File: config.mk
export PLATFORM = sky130hd
export DESIGN_NAME = pwm_multichannel
export DESIGN_NICKNAME = d
export VERILOG_FILES = /design/src/rtl/pwm_multichannel.sv
export SDC_FILE = /design/constraint.sdc
export NUM_CORES = 1
export LEC_CHECK = 0
export ABC_AREA = 1
export BUFFER_PORTS_ARGS = -buffer_cell sky130_fd_sc_hd__buf_2
export CORE_MARGIN = 2
export CORE_UTILIZATION = 55
export DETAILED_ROUTE_END_ITERATION = 12
export PLACE_DENSITY = 0.82
export SYNTH_ARGS = -nofsm -noshare
export SYNTH_HDL_FRONTEND = slang
export SYNTH_SLANG_ARGS = --single-unit
File: constraint.sdc
create_clock -name clk -period 2.24 [get_ports clk]
set_input_delay 0.448 -clock clk [delete_from_list [all_inputs] [get_ports clk]]
set_output_delay 0.448 -clock clk [all_outputs]
set_load 0.1 [all_outputs]
File: src/rtl/pwm_multichannel.sv
// pwm_multichannel: parametrised multi-channel PWM generator.
// Provides a programmable period and a clock prescaler. Per-channel duty
// registers are loaded through a byte-wide register-write port.
// Optional feature macro: PWM_SHADOW_EN. When it is defined, writes land in
// pending registers. Those copy into the active set atomically on each period
// wrap, which keeps `out` glitch-free.
// Register map: 0..NUM_CH-1 = duty[i], NUM_CH = period, NUM_CH+1 = prescaler.
module pwm_multichannel #(
  parameter int NUM_CH = 16,
  parameter int CNT_W  = 8,
  parameter int ADDR_W = 5
) (
  input  logic              clk,
  input  logic              rst_n,
  input  logic              wr_en,
  input  logic [ADDR_W-1:0] wr_addr,
  input  logic [CNT_W-1:0]  wr_data,
  input  logic [NUM_CH-1:0] en_out,
  input  logic [NUM_CH-1:0] en_pwm,
  output logic [NUM_CH-1:0] out,
  output logic              period_start
);

  localparam logic [ADDR_W-1:0] ADDR_PERIOD = ADDR_W'(NUM_CH);
  localparam logic [ADDR_W-1:0] ADDR_PRESC  = ADDR_W'(NUM_CH + 1);

  // Write decode. Addresses beyond the prescaler register are dropped.
  logic wr_ok;
  logic wr_period;
  logic wr_presc;
  assign wr_ok     = wr_en && (wr_addr <= ADDR_PRESC);
  assign wr_period = wr_ok && (wr_addr == ADDR_PERIOD);
  assign wr_presc  = wr_ok && (wr_addr == ADDR_PRESC);

  logic [CNT_W-1:0]  period_reg;
  logic [CNT_W-1:0]  presc_reg;
  logic [CNT_W-1:0]  pre_cnt_reg;
  logic [CNT_W-1:0]  cnt_reg;
  logic              tick;
  logic              wrap;
  logic              wrap_d_reg;
  logic [NUM_CH-1:0] raw;
  logic [NUM_CH-1:0] out_reg;
  logic              period_start_reg;

  // A tick closes each prescaler cycle. A tick with cnt at or past the period
  // wraps the counter; >= also recovers when the period is lowered below cnt.
  assign tick = (pre_cnt_reg == presc_reg);
  assign wrap = tick && (cnt_reg >= period_reg);

`ifdef PWM_SHADOW_EN
  logic [CNT_W-1:0] period_pend_reg;
  logic [CNT_W-1:0] presc_pend_reg;
  logic [CNT_W-1:0] period_next;
  logic [CNT_W-1:0] presc_next;

  // Pending values, with a write in this cycle bypassed in so that a write
  // coincident with the wrap still reaches the active set.
  always_comb begin
    period_next = period_pend_reg;
    presc_next  = presc_pend_reg;
    if (wr_period) period_next = wr_data;
    if (wr_presc)  presc_next  = wr_data;
  end

  // Pending registers track every write; the active set loads them only on a wrap.
  always_ff @(posedge clk or negedge rst_n) begin
    if (!rst_n) begin
      period_pend_reg <= '1;
      presc_pend_reg  <= '0;
      period_reg      <= '1;
      presc_reg       <= '0;
    end else begin
      period_pend_reg <= period_next;
      presc_pend_reg  <= presc_next;
      if (wrap) begin
        period_reg <= period_next;
        presc_reg  <= presc_next;
      end
    end
  end
`else
  // Period and prescaler take writes directly. A mid-period change may glitch.
  always_ff @(posedge clk or negedge rst_n) begin
    if (!rst_n) begin
      period_reg <= '1;
      presc_reg  <= '0;
    end else begin
      if (wr_period) period_reg <= wr_data;
      if (wr_presc)  presc_reg  <= wr_data;
    end
  end
`endif

  // Per-channel duty storage and compare.
  for (genvar gi = 0; gi < NUM_CH; gi++) begin : gen_ch
    logic [CNT_W-1:0] duty_reg;
    logic             duty_wr;

    assign duty_wr = wr_ok && (wr_addr == ADDR_W'(gi));

`ifdef PWM_SHADOW_EN
    logic [CNT_W-1:0] duty_pend_reg;
    logic [CNT_W-1:0] duty_next;

    assign duty_next = duty_wr ? wr_data : duty_pend_reg;

    // Pending duty follows writes; the active duty loads it at the wrap.
    always_ff @(posedge clk or negedge rst_n) begin
      if (!rst_n) begin
        duty_pend_reg <= '0;
        duty_reg      <= '0;
      end else begin
        duty_pend_reg <= duty_next;
        if (wrap) duty_reg <= duty_next;
      end
    end
`else
    // Duty takes writes directly and is used by the compare on the next cycle.
    always_ff @(posedge clk or negedge rst_n) begin
      if (!rst_n) begin
        duty_reg <= '0;
      end else if (duty_wr) begin
        duty_reg <= wr_data;
      end
    end
`endif

    // All-ones duty is pinned high, so it stays high even when cnt reaches all-ones.
    assign raw[gi] = (cnt_reg < duty_reg) || (duty_reg == '1);
  end

  // Prescaler and period counters.
  always_ff @(posedge clk or negedge rst_n) begin
    if (!rst_n) begin
      pre_cnt_reg <= '0;
      cnt_reg     <= '0;
    end else begin
      pre_cnt_reg <= tick ? '0 : pre_cnt_reg + CNT_W'(1);
      if (tick) begin
        cnt_reg <= wrap ? '0 : cnt_reg + CNT_W'(1);
      end
    end
  end

  // Register the outputs. period_start lines up with the first out cycle that shows cnt = 0.
  always_ff @(posedge clk or negedge rst_n) begin
    if (!rst_n) begin
      out_reg          <= '0;
      wrap_d_reg       <= 1'b0;
      period_start_reg <= 1'b0;
    end else begin
      out_reg          <= en_out & (~en_pwm | raw);
      wrap_d_reg       <= wrap;
      period_start_reg <= wrap_d_reg;
    end
  end

  assign out          = out_reg;
  assign period_start = period_start_reg;

endmodule

# [Yosys cells after proc, flatten, opt, wreduce, memory -nomap -nowiden]
# Cells that the tools add are included.
[totals] reg_bits=178 in_bits=48 out_inout_bits=17 word_cells=119
[op_classes] n_addsub=2 magnitude_cmp=18 n_eq_ne=34 mux=2 n_bitwise=3 n_reduce_logical=37
[ops] operator="$eq A8 B8 Y1 const B" count=16
[ops] operator="$lt A8 B8 Y1" count=16
[ops] operator="$eq A5 B4 Y1 const B" count=8
[ops] operator="$eq A5 B3 Y1 const B" count=4
[ops] operator="$logic_and A1 B1 Y1" count=20
[ops] operator="$add A8 B1 Y8 const B" count=2
[ops] operator="$and A16 B16 Y16" count=1
[ops] operator="$logic_or A1 B1 Y1" count=16
[ops] operator="$mux W8" count=2
[ops] operator="$not A16 Y16" count=1
[ops] operator="$or A16 B16 Y16" count=1
[ops] operator="$eq A5 B2 Y1 const B" count=2
[ops] operator="$eq A5 B5 Y1 const B" count=2
[ops] operator="$eq A8 B8 Y1" count=1
[ops] operator="$ge A8 B8 Y1" count=1
[ops] operator="$eq A5 B1 Y1 const B" count=1
[ops] operator="$le A5 B5 Y1 const B" count=1
[ops] operator="$logic_not A5 Y1" count=1

# [Logic depth before layout (Yosys ltp)]
# Gate-level depths: netlist of run 1.
[logic_depth] ltp_word=4 mapped_depth=11 depth_no_buf=10

# [Least setup slack after synthesis of run 1]
# OpenSTA, ideal clock, no wires.
[synth_timing] kind="register -> register" from="reg cnt_reg[5]" to="reg cnt_reg[7]" setup_time_ns=0.066 t_arrival_ns=1.681 required_time_ns=2.174 setup_slack_ns=0.493 stages_incl_launch_ff=7 n_path_buf=1 synth_period_minus_slack_ns=1.747 path_cell_list="dfrtp_1 ha_1 a21oi_1 o21a_1 clkbuf_1 nand4_1 nand2_1"
[synth_via] elab_chain_cells=3 word_cells_on_any_way=4 classes_between="1 x add/sub; 1 x order compare; 1 x mux; 1 x reduce/logical"
[synth_lines] item="start, declared" line_no="38" source="logic [CNT_W-1:0] cnt_reg;"
[synth_lines] item="start signal, assigned" line_no="141" source="cnt_reg <= wrap ? '0 : cnt_reg + CNT_W'(1);"
[synth_lines] item="$ge A8 B8 Y1" line_no="49" source="assign wrap = tick && (cnt_reg >= period_reg);"
[synth_lines] item="$logic_and A1 B1 Y1" line_no="49"
[synth_lines] item="$mux W8 *" line_no="141"
# Every way passes the cells marked *; elsewhere a longest branch is shown, timed or not.
# A chain may end at the register's enable or synchronous reset.

# [Final worst setup path of run 1]
[layout_timing] from="reg cnt_reg[7]" to="reg wrap_d_reg"
[layout_via] elab_chain_cells=2
[layout_lines] item="$ge A8 B8 Y1" line_no="49"
[layout_lines] item="$logic_and A1 B1 Y1" line_no="49"
[layout_lines] item="net wrap" line_no="40" source="logic wrap;"
[layout_lines] item="end signal, assigned" line_no="154" source="wrap_d_reg <= wrap;"
[layout_lines] item="end, declared" line_no="41" source="logic wrap_d_reg;"
# The timed path passes the listed nets, and every way through them passes these cells.

==> flow_metrics.env, run 1 <==
export IMPL_final_min_clock_period_ns=1.908
export IMPL_place_ws_ns=0.3399
export IMPL_reg2reg_slack_ns=0.33
export IMPL_nNetsFinal=1534
export IMPL_dominantRegCellSynth="dfrtp_1"
export IMPL_pwr_density_cell_nw_per_um2=842.8
export IMPL_fill_cells=1545
export IMPL_drt_pre_antenna_iters=6
export IMPL_met3_usage_pct=4.556
export IMPL_cts_max_path_buffers=2
export IMPL_start_kind="flop"
export IMPL_clkPwrFrac_pct=30.0
export IMPL_final_antenna_net_count=0
export IMPL_viasPerCell=5.459
export IMPL_crit_slowest_cell="dfrtp_1"
export IMPL_die_w_um=141.7
export IMPL_switching_share_pct=36.11
export IMPL_synth_cell_type_count=31
export IMPL_grt_use_met2_pct=45.66
export IMPL_clock_fmax_ghz=0.5240
export IMPL_start_util_pct=55.95
export IMPL_holdPathEnd="out[13]"
export IMPL_remaining_drc_errors=0
export IMPL_final_cell_mix="385 x nand2_1, 201 x inv_1, 170 x dfrtp_1, 122 x ha_1, 76 x o21ai_1"
export IMPL_cts_root_buf="clkbuf_16"
export IMPL_power_frac_comb_pct=26.9
export IMPL_die_y_um=141.7
export IMPL_ir_drop_uv=615.6
export IMPL_htree_levels=4
export IMPL_numPortBuffers=64
export IMPL_avgSynthCellArea_sq_um=8.104
export IMPL_drive_above_1_share_pct=10.90
export IMPL_grt_total_usage_pct=26.82
export IMPL_worst_pin_slew_ns=0.6889
export IMPL_cts_tree="built"
export IMPL_diodes=0
export IMPL_critPathBufInv=1
export IMPL_setup_slack_ns=0.3317
export IMPL_setup_tns_ns=0
export IMPL_place_congestion=0.8608
export IMPL_syn_cell_area_sq_um=10430
export IMPL_ctsResizeCount=0
export IMPL_ys_seq_area_share_pct=42.80
export IMPL_cp_required_ns=2.52
export IMPL_slew_limit_headroom_pct=54.02
export IMPL_setup_viol=0
export IMPL_cp_end_kind="flop"
export IMPL_area_growth_pct=12.19
export IMPL_p_leak_nw=6.186
export IMPL_intPower_w=0.006300
export IMPL_grt_pass1_wl_um=41770
export IMPL_die_area_sq_um=20080
export IMPL_drtIter0Drc=700
export IMPL_fin_crit_sh_pct=85.19
export IMPL_ys_ff_latch=178
export IMPL_min_delay_path_depth=2
export IMPL_cp_data_arrival_time_ns=2.19
export IMPL_slew_violations=0
export IMPL_crit_chain="ha_1, nand2_1, inv_1, nor2_1, o21a_1, a21oi_1"
export IMPL_avgRoutedWirePerCell_um=15.98
export IMPL_status="finished, final reports clean"
export IMPL_finClkSkew_ns=0.007479
export IMPL_grt_max_degree=58
export IMPL_hold_class="in -> reg"
export IMPL_vias=8789
export IMPL_crit_fanout=10
export IMPL_timing_rr_start="cnt_reg[7]"
export IMPL_seqPwrFrac_pct=43.1
export IMPL_p_switching_w=0.003561
export IMPL_whs_ns=0.2407
export IMPL_drt_total_wl_um=25720
export IMPL_largest_reg_flops=128
export IMPL_synthArstFlopShare_pct=100.0
export IMPL_row_count=50
export IMPL_min_delay_start="en_out[13]"
export IMPL_hpwlAfterDp_um=17560
export IMPL_core_area_sq_um=18640
export IMPL_cpLargestDelayFamily="flip-flops"
export IMPL_maxCapViolCount=0
export IMPL_rr_endpoint="wrap_d_reg"
export IMPL_met1_usage_pct=34.77
export IMPL_rr_worst_depth=6
export IMPL_boundaryPins=65
export IMPL_worstSkewPairLatency_ns=0.44
export IMPL_critPathMaxStageDelay_ns=0.68
export IMPL_syn_nets=1457
export IMPL_grt_remaining_overflow=0
export IMPL_synth_edf_count=0
export IMPL_synthCells=1287
export IMPL_clkTransAtPathRegs_ns=0.07
export IMPL_first_global_vias=8343
export IMPL_dpl_cell_area_sq_um=11120
export IMPL_synth_warnings=0
export IMPL_numCtsBuffers=17
export IMPL_fin_area_sq_um=11700
export IMPL_rsz0062_at_grt="false"
export IMPL_cts_sinks=178
export IMPL_mostFrequentLayoutCell="nand2_1"
export IMPL_antenna_found_initial=0
export IMPL_top_usage_layer="met2"
export IMPL_hold_viol_final=0
export IMPL_worstSetupPathType="reg -> reg"
==> metal layers <==
layer  part of all wire, %  wire length [um]
met5                     0                 0
met4                   2.7               707
met2                    49             12570
met1                    42             10830
met3                   6.3              1610
==> layout make-up <==
class	instances	area [sq um]	share of cell area, %
multi-input combinational	874	5044	43.10
clock buffer	17	425.4	3.636
sequential	178	4464	38.15
timing repair buffer	89	566.8	4.844
inverter	204	765.7	6.544
clock inverter	14	142.6	1.219
tap	234	292.8	2.502
==> power groups by stage <==
stage               logic, W  clock network, W  registers [W]
floorplan            0.00166                 0        0.00448
global placement     0.00247                 0        0.00427
detailed placement   0.00261                 0        0.00429
CTS                  0.00266           0.00299        0.00424
global route         0.00304           0.00313        0.00433
finish               0.00265           0.00296        0.00425
==> cell usage after synthesis (2+ instances only) <==
cell type	number	area share (%)
nor3b_1	2	0.14
o21ai_1	76	3.6
nor2_2	3	0.18
inv_1	201	7.2
nor2_1	38	1.4
buf_4	2	0.14
a21boi_0	16	1.2
o21ai_0	70	3.4
xor2_1	2	0.17
nand3_1	10	0.48
buf_2	14	0.67
nand2_2	10	0.60
a21oi_1	53	2.5
dfrtp_1	170	41
nor3_1	5	0.24
nor3_4	3	0.47
clkbuf_1	13	0.47
buf_6	2	0.22
nand2_1	385	14
ha_1	122	15
nand4_1	40	2.4
dfstp_2	8	2.0
inv_2	2	0.072
o21a_1	33	2.4
==> cell families after synthesis <==
group           count (synthesis)  synth area share, %
compound gates                249                13.23
xor+xnor                        3               0.2520
buf+inv                       235                8.841
simple gates                  500                20.24
flops                         178                42.80
fa+ha+maj                     122                14.64
==> what timing repair did <==
action | 4_1_cts | 5_1_grt
hold endpoints to repair | 43 | 0
setup buffers | 0 | 0
hold buffers | 1 | 0
==> worst register-to-register path: cells and delay by family, from the launching register on <==
family	cells	cell delay [ns]
AOI/OAI and AO/OA	2	0.54
adders and majority gates	1	0.35
and+or+nand+nor	2	0.15
buffers and inverters	1	0.03
DFF	1	0.68
==> how the worst max path moves through the flow <==
stage | to | slack, ns | cells past startpoint | startpoint
final | wrap_d_reg | 0.33 | 6 | cnt_reg[7]
after global routing | out[9] | 0.22 | 6 | cnt_reg[7]
after CTS | wrap_d_reg | 0.36 | 6 | cnt_reg[7]
after detailed placement | gen_ch[9].duty_reg[7] | 0.34 | 7 | wr_addr[2]
after global placement | presc_reg[3] | 0.42 | 7 | wr_addr[2]
after floorplan | cnt_reg[7] | 0.49 | 6 | cnt_reg[5]
==> through the flow <==
step	power (W)	util [%]	instances
after floorplan	0.006143	-	1287
after global placement	0.006744	59.66	1578
after detailed placement	0.006902	59.66	1578
after CTS	0.009885	62.77	1610
after global routing	0.01049	62.77	1610
final	0.009861	62.77	1610
Power figures use the tool's default switching activity.
==> run 2, diff against run 1 <==
CORE_MARGIN = 1   (was 2)
SLEW_MARGIN = 20   (was default)
==> run 2 against run 1 <==
Effect of this change: the flow now finishes with violations (hold timing); combinational power hardly changed; power increased by 0.94%; non-clock buffer count fell by 3; sequential share of layout area about the same; global-route usage up 0.63 points; critical path type unchanged; critical endpoint is now out[13]; largest power group unchanged.
==> flow_metrics.env, run 2 (synthesis gave the netlist of run 1 again) <==
export IMPL_drt_pre_antenna_iters=7
export IMPL_finClkSkew_ns=0.006747
export IMPL_core_area_sq_um=18270
export IMPL_cp_end_kind="flop"
export IMPL_grt_remaining_overflow=0
export IMPL_area_growth_pct=12.26
export IMPL_setup_viol=0
export IMPL_cts_sinks=178
export IMPL_fill_cells=1493
export IMPL_start_util_pct=57.09
export IMPL_grt_pass1_wl_um=41750
export IMPL_status="finished with violations"
export IMPL_htree_levels=4
export IMPL_hold_viol_final=31
export IMPL_timing_rr_start="cnt_reg[3]"
export IMPL_clkTransAtPathRegs_ns=0.07
export IMPL_row_count=49
export IMPL_numPortBuffers=64
export IMPL_whs_ns=-0.01956
export IMPL_slew_limit_headroom_pct=51.22
export IMPL_cp_data_arrival_time_ns=2.16
export IMPL_rsz0062_at_grt="false"
export IMPL_first_global_vias=8597
export IMPL_largest_reg_flops=128
export IMPL_clock_fmax_ghz=0.5527
export IMPL_worstSetupPathType="reg -> reg"
export IMPL_rr_endpoint="out[13]"
export IMPL_place_congestion=0.8347
export IMPL_die_area_sq_um=19520
export IMPL_final_min_clock_period_ns=1.809
export IMPL_final_cell_mix="385 x nand2_1, 201 x inv_1, 170 x dfrtp_1, 122 x ha_1, 76 x o21ai_1"
export IMPL_drtIter0Drc=642
export IMPL_reg2reg_slack_ns=0.43
export IMPL_cp_startpoint="cnt_reg[3]"
export IMPL_remaining_drc_errors=0
export IMPL_cts_max_path_buffers=2
export IMPL_fin_crit_sh_pct=80.77
export IMPL_viasPerCell=5.425
export IMPL_start_kind="flop"
export IMPL_p_leak_nw=6.188
export IMPL_numCtsBuffers=17
export IMPL_drive_above_1_share_pct=10.77
export IMPL_boundaryPins=65
export IMPL_ctsResizeCount=0
export IMPL_worstSkewPairLatency_ns=0.43
export IMPL_final_antenna_net_count=0
export IMPL_worst_pin_slew_ns=0.7310
export IMPL_hpwlAfterDp_um=17680
export IMPL_cts_root_buf="clkbuf_16"
export IMPL_slew_violations=0
export IMPL_vias=8696
export IMPL_rr_worst_depth=7
export IMPL_setup_tns_ns=0
export IMPL_violations="hold timing"
export IMPL_place_ws_ns=0.3094
export IMPL_mostFrequentLayoutCell="nand2_1"
export IMPL_maxCapViolCount=0
export IMPL_hold_class="in -> async"
export IMPL_cts_setup_buffers=0
export IMPL_nNetsFinal=1531
export IMPL_setup_slack_ns=0.4308
export IMPL_die_y_um=139.7
export IMPL_ir_drop_uv=655.5
export IMPL_crit_fanout=16
export IMPL_grt_total_usage_pct=27.45
export IMPL_antenna_found_initial=0
export IMPL_avgRoutedWirePerCell_um=15.70
export IMPL_grt_max_degree=58
export IMPL_pwr_density_cell_nw_per_um2=850.1
export IMPL_drt_total_wl_um=25180
export IMPL_cp_required_ns=2.59
export IMPL_diodes=0
export IMPL_die_w_um=139.7
export IMPL_postCtsHoldBufs=0
export IMPL_cts_tree="built"
==> run 2: cell types whose count changed in the layout (fill, tap and decap cells not counted), sizes merged <==
cell	previous run	this run
buf	88	86
bufinv	1	2
clkbuf	17	22
clkinv	1	3
dlygate4sd3	1	0
inv	213	206
==> run 2: per-stage QoR <==
| step | hold slack (ns) | power, W | cells | utilization [%] | cell area, sq um |
|---|---|---|---|---|---|
| after detailed placement | 0.3450 | 0.006923 | 1571 | 60.77 | 11100 |
| after global routing | 0.01912 | 0.01061 | 1603 | 64.09 | 11710 |
| final | -0.01956 | 0.009954 | 1603 | 64.09 | 11710 |
| after global placement | 0.3429 | 0.006747 | 1571 | 60.77 | 11100 |
| after CTS | 0.0006735 | 0.01000 | 1603 | 64.09 | 11710 |
| after floorplan | 0.1524 | 0.006143 | 1287 | - | 10430 |
==> run 2: power by group <==
part / total, W / switching (W) / internal [W] / leakage [nW]
sequential: 0.00426 / 0.000438 / 0.00382 / 2.23
combinational: 0.00263 / 0.00171 / 0.000911 / 3.67
clock: 0.00307 / 0.00129 / 0.00177 / 0.290
==> run 2: worst max path at each step <==
stage | endpoint | slack (ns) | cells after the start
global route | out[13] | 0.28 | 7
CTS | out[1] | 0.43 | 9
finish | out[13] | 0.43 | 7
floorplan | cnt_reg[7] | 0.49 | 6
global placement | presc_reg[6] | 0.43 | 7
detailed placement | gen_ch[8].duty_reg[2] | 0.31 | 7
==> run 2: per-layer routing <==
| metal | GRT usage [%] | vias up | wire, um |
|---|---|---|---|
| met5 | 0 | - | 0 |
| met3 | 3.923 | 49 | 1007 |
| li1 | - | 4290 | - |
| met4 | 10.24 | 0 | 709 |
| met1 | 33.63 | 4149 | 10880 |
| met2 | 48.95 | 208 | 12580 |
==> run 2: cell type report <==
type                            instances  area, sq um  share of cell area, %
Multi-Input combinational cell        874         5044                  43.08
Sequential cell                       178         4464                  38.13
Inverter                              204        765.7                  6.540
Timing Repair Buffer                   86        541.8                  4.627
Clock buffer                           22        484.2                  4.136
Tap cell                              229        286.5                  2.447
Clock inverter                         10        122.6                  1.047
==> run 2: critical path, stage by stage, from the launching register on <==
cell	delay, ns
dfrtp_1	0.55
buf_4	0.35
ha_1	0.30
a21oi_1	0.15
nand2_1	0.08
nand2_1	0.06
nand2_1	0.08
a21boi_0	0.16
==> run 3, diff against run 2 <==
clock period = 1.9 ns   (was 2.24 ns; I/O delays follow)
==> run 3 against run 2 <==
Effect of this change: the flow now finishes without violations; die area unchanged; power up 18%; routed wire length is 1.3% higher; register-to-register slack got worse by 0.28 ns; clock-buffer cell count down 1; combinational power is 19% higher; sequential cell count unchanged; maximum frequency rose by 3.3%; cell count grew 1.0%.
==> flow_metrics.env, run 3 (synthesis gave the netlist of run 1 again) <==
export IMPL_status="finished, final reports clean"
export IMPL_crit_slowest_cell="dfrtp_1"
export IMPL_cp_required_ns=2.27
export IMPL_antenna_found_initial=0
export IMPL_finClkSkew_ns=0.009755
export IMPL_diodes=0
export IMPL_drt_total_wl_um=25500
export IMPL_grt_pass1_wl_um=42780
export IMPL_avgRoutedWirePerCell_um=15.75
export IMPL_pwr_density_cell_nw_per_um2=984.7
export IMPL_final_antenna_net_count=0
export IMPL_cts_setup_buffers=0
export IMPL_first_global_vias=8765
export IMPL_crit_fanout=9
export IMPL_fill_cells=1437
export IMPL_p_leak_nw=6.280
export IMPL_routed_wl_met3_um=1664
export IMPL_cp_end_kind="flop"
export IMPL_grt_max_degree=57
export IMPL_routedLengthMet1_um=10580
export IMPL_seq_area_sq_um=4464
export IMPL_worstSetupPathType="reg -> reg"
export IMPL_start_util_pct=57.09
export IMPL_maxCapViolCount=0
export IMPL_clkTransAtPathRegs_ns=0.07
export IMPL_hpwlAfterDp_um=17670
export IMPL_numPortBuffers=64
export IMPL_critPathBufInv=0
export IMPL_rsz0062_at_grt="false"
export IMPL_multi_input_area_sq_um=5044
export IMPL_worstSkewPairLatency_ns=0.44
export IMPL_row_count=49
export IMPL_crit_chain="ha_1, a21oi_1, o21a_1, nand4_1, nand2_1"
export IMPL_drt_pre_antenna_iters=5
export IMPL_die_w_um=139.7
export IMPL_htree_levels=4
export IMPL_cts_tree="built"
export IMPL_cts_sinks=178
export IMPL_mostFrequentLayoutCell="nand2_1"
export IMPL_core_area_sq_um=18270
export IMPL_place_congestion=0.9092
export IMPL_final_min_clock_period_ns=1.752
export IMPL_ctsResizeCount=0
export IMPL_nNetsFinal=1547
export IMPL_final_cell_mix="385 x nand2_1, 201 x inv_1, 170 x dfrtp_1, 122 x ha_1, 76 x o21ai_1"
export IMPL_fin_crit_sh_pct=92.22
export IMPL_ir_drop_uv=721.5
export IMPL_slew_violations=0
export IMPL_worst_pin_slew_ns=0.5871
export IMPL_cts_max_path_buffers=2
export IMPL_setup_viol=0
export IMPL_numCtsBuffers=17
export IMPL_boundaryPins=65
export IMPL_die_y_um=139.7
export IMPL_remaining_drc_errors=0
export IMPL_die_area_sq_um=19520
export IMPL_total_power_w=0.01171
export IMPL_postCtsHoldBufs=1
export IMPL_setup_tns_ns=0
export IMPL_cts_root_buf="clkbuf_16"
export IMPL_slew_limit_headroom_pct=60.86
export IMPL_vias=8860
export IMPL_clock_fmax_ghz=0.5707
export IMPL_critPathMaxStageDelay_ns=0.59
export IMPL_setup_slack_ns=0.1479
export IMPL_viasPerCell=5.473
export IMPL_drive_above_1_share_pct=11.65
export IMPL_start_kind="flop"
export IMPL_cp_data_arrival_time_ns=2.12
export IMPL_grt_remaining_overflow=0
export IMPL_maxUsedRoutingLayer="met4"
export IMPL_grt_total_usage_pct=28.24
export IMPL_hold_class="in -> reg"
export IMPL_area_growth_pct=13.98
export IMPL_cpLargestDelayFamily="flip-flops"
export IMPL_hold_viol_final=0
export IMPL_drtIter0Drc=600
export IMPL_largest_reg_flops=128
export IMPL_place_ws_ns=0.1004
export IMPL_met2WireLength_um=12250
==> run 3: cell types whose count changed in the layout (fill, tap and decap cells not counted), sizes merged <==
cell,change
buf,+15
inv,-1
clkinv,+2
clkbuf,-1
dlygate4sd3,+1
==> run 3: through the flow <==
stage               cells  instance area, sq um  utilization [%]  hold slack, ns
floorplan            1287                 10430                -         0.08441
global placement     1586                 11290            61.79          0.3382
detailed placement   1586                 11290            61.79          0.3490
CTS                  1619                 11890            65.07          0.1684
global route         1619                 11890            65.07          0.1784
finish               1619                 11890            65.07          0.1775
==> run 3: layout make-up <==
| cell class | instances | area share, % |
|---|---|---|
| Clock inverter | 11 | 1.074 |
| Sequential cell | 178 | 37.55 |
| Multi-Input combinational cell | 874 | 42.43 |
| Tap cell | 229 | 2.410 |
| Clock buffer | 21 | 3.873 |
| Inverter | 204 | 6.441 |
| Timing Repair Buffer | 102 | 6.220 |
==> run 3: path summary, 6_finish.rpt <==
path | start | end | slack [ns] | depth (start not counted)
max | cnt_reg[5] | cnt_reg[5] | 0.15 | 5
min | en_out[2] | out[2] | 0.18 | 2
max reg2reg | cnt_reg[5] | cnt_reg[5] | 0.15 | 5
min reg2reg | wrap_d_reg | period_start | 0.36 | 0
max in group asynchronous | rst_n | gen_ch[10].duty_reg[3] | 0.79 | 3
min in group asynchronous | rst_n | gen_ch[8].duty_reg[3] | 0.49 | 2
==> run 3: worst register-to-register path, delay by kind of cell (launching register included) <==
family	cells	cell delay [ns]
DFF	1	0.59
and+or+nand+nor	2	0.26
adders and majority gates	1	0.33
AOI/OAI and AO/OA	2	0.52
==> run 3: power by group <==
group	switching, W	internal [W]	total (W)
combinational	0.00203	0.00110	0.00314
sequential	0.000523	0.00451	0.00503
clock	0.00152	0.00202	0.00354
total	0.00408	0.00763	0.0117
==> run 3: per-layer routing <==
metal | global-route usage (%) | vias up
met2 | 47.82 | 279
met5 | 0 | -
li1 | - | 4332
met1 | 34.91 | 4170
met4 | 13.53 | 0
met3 | 5.093 | 79
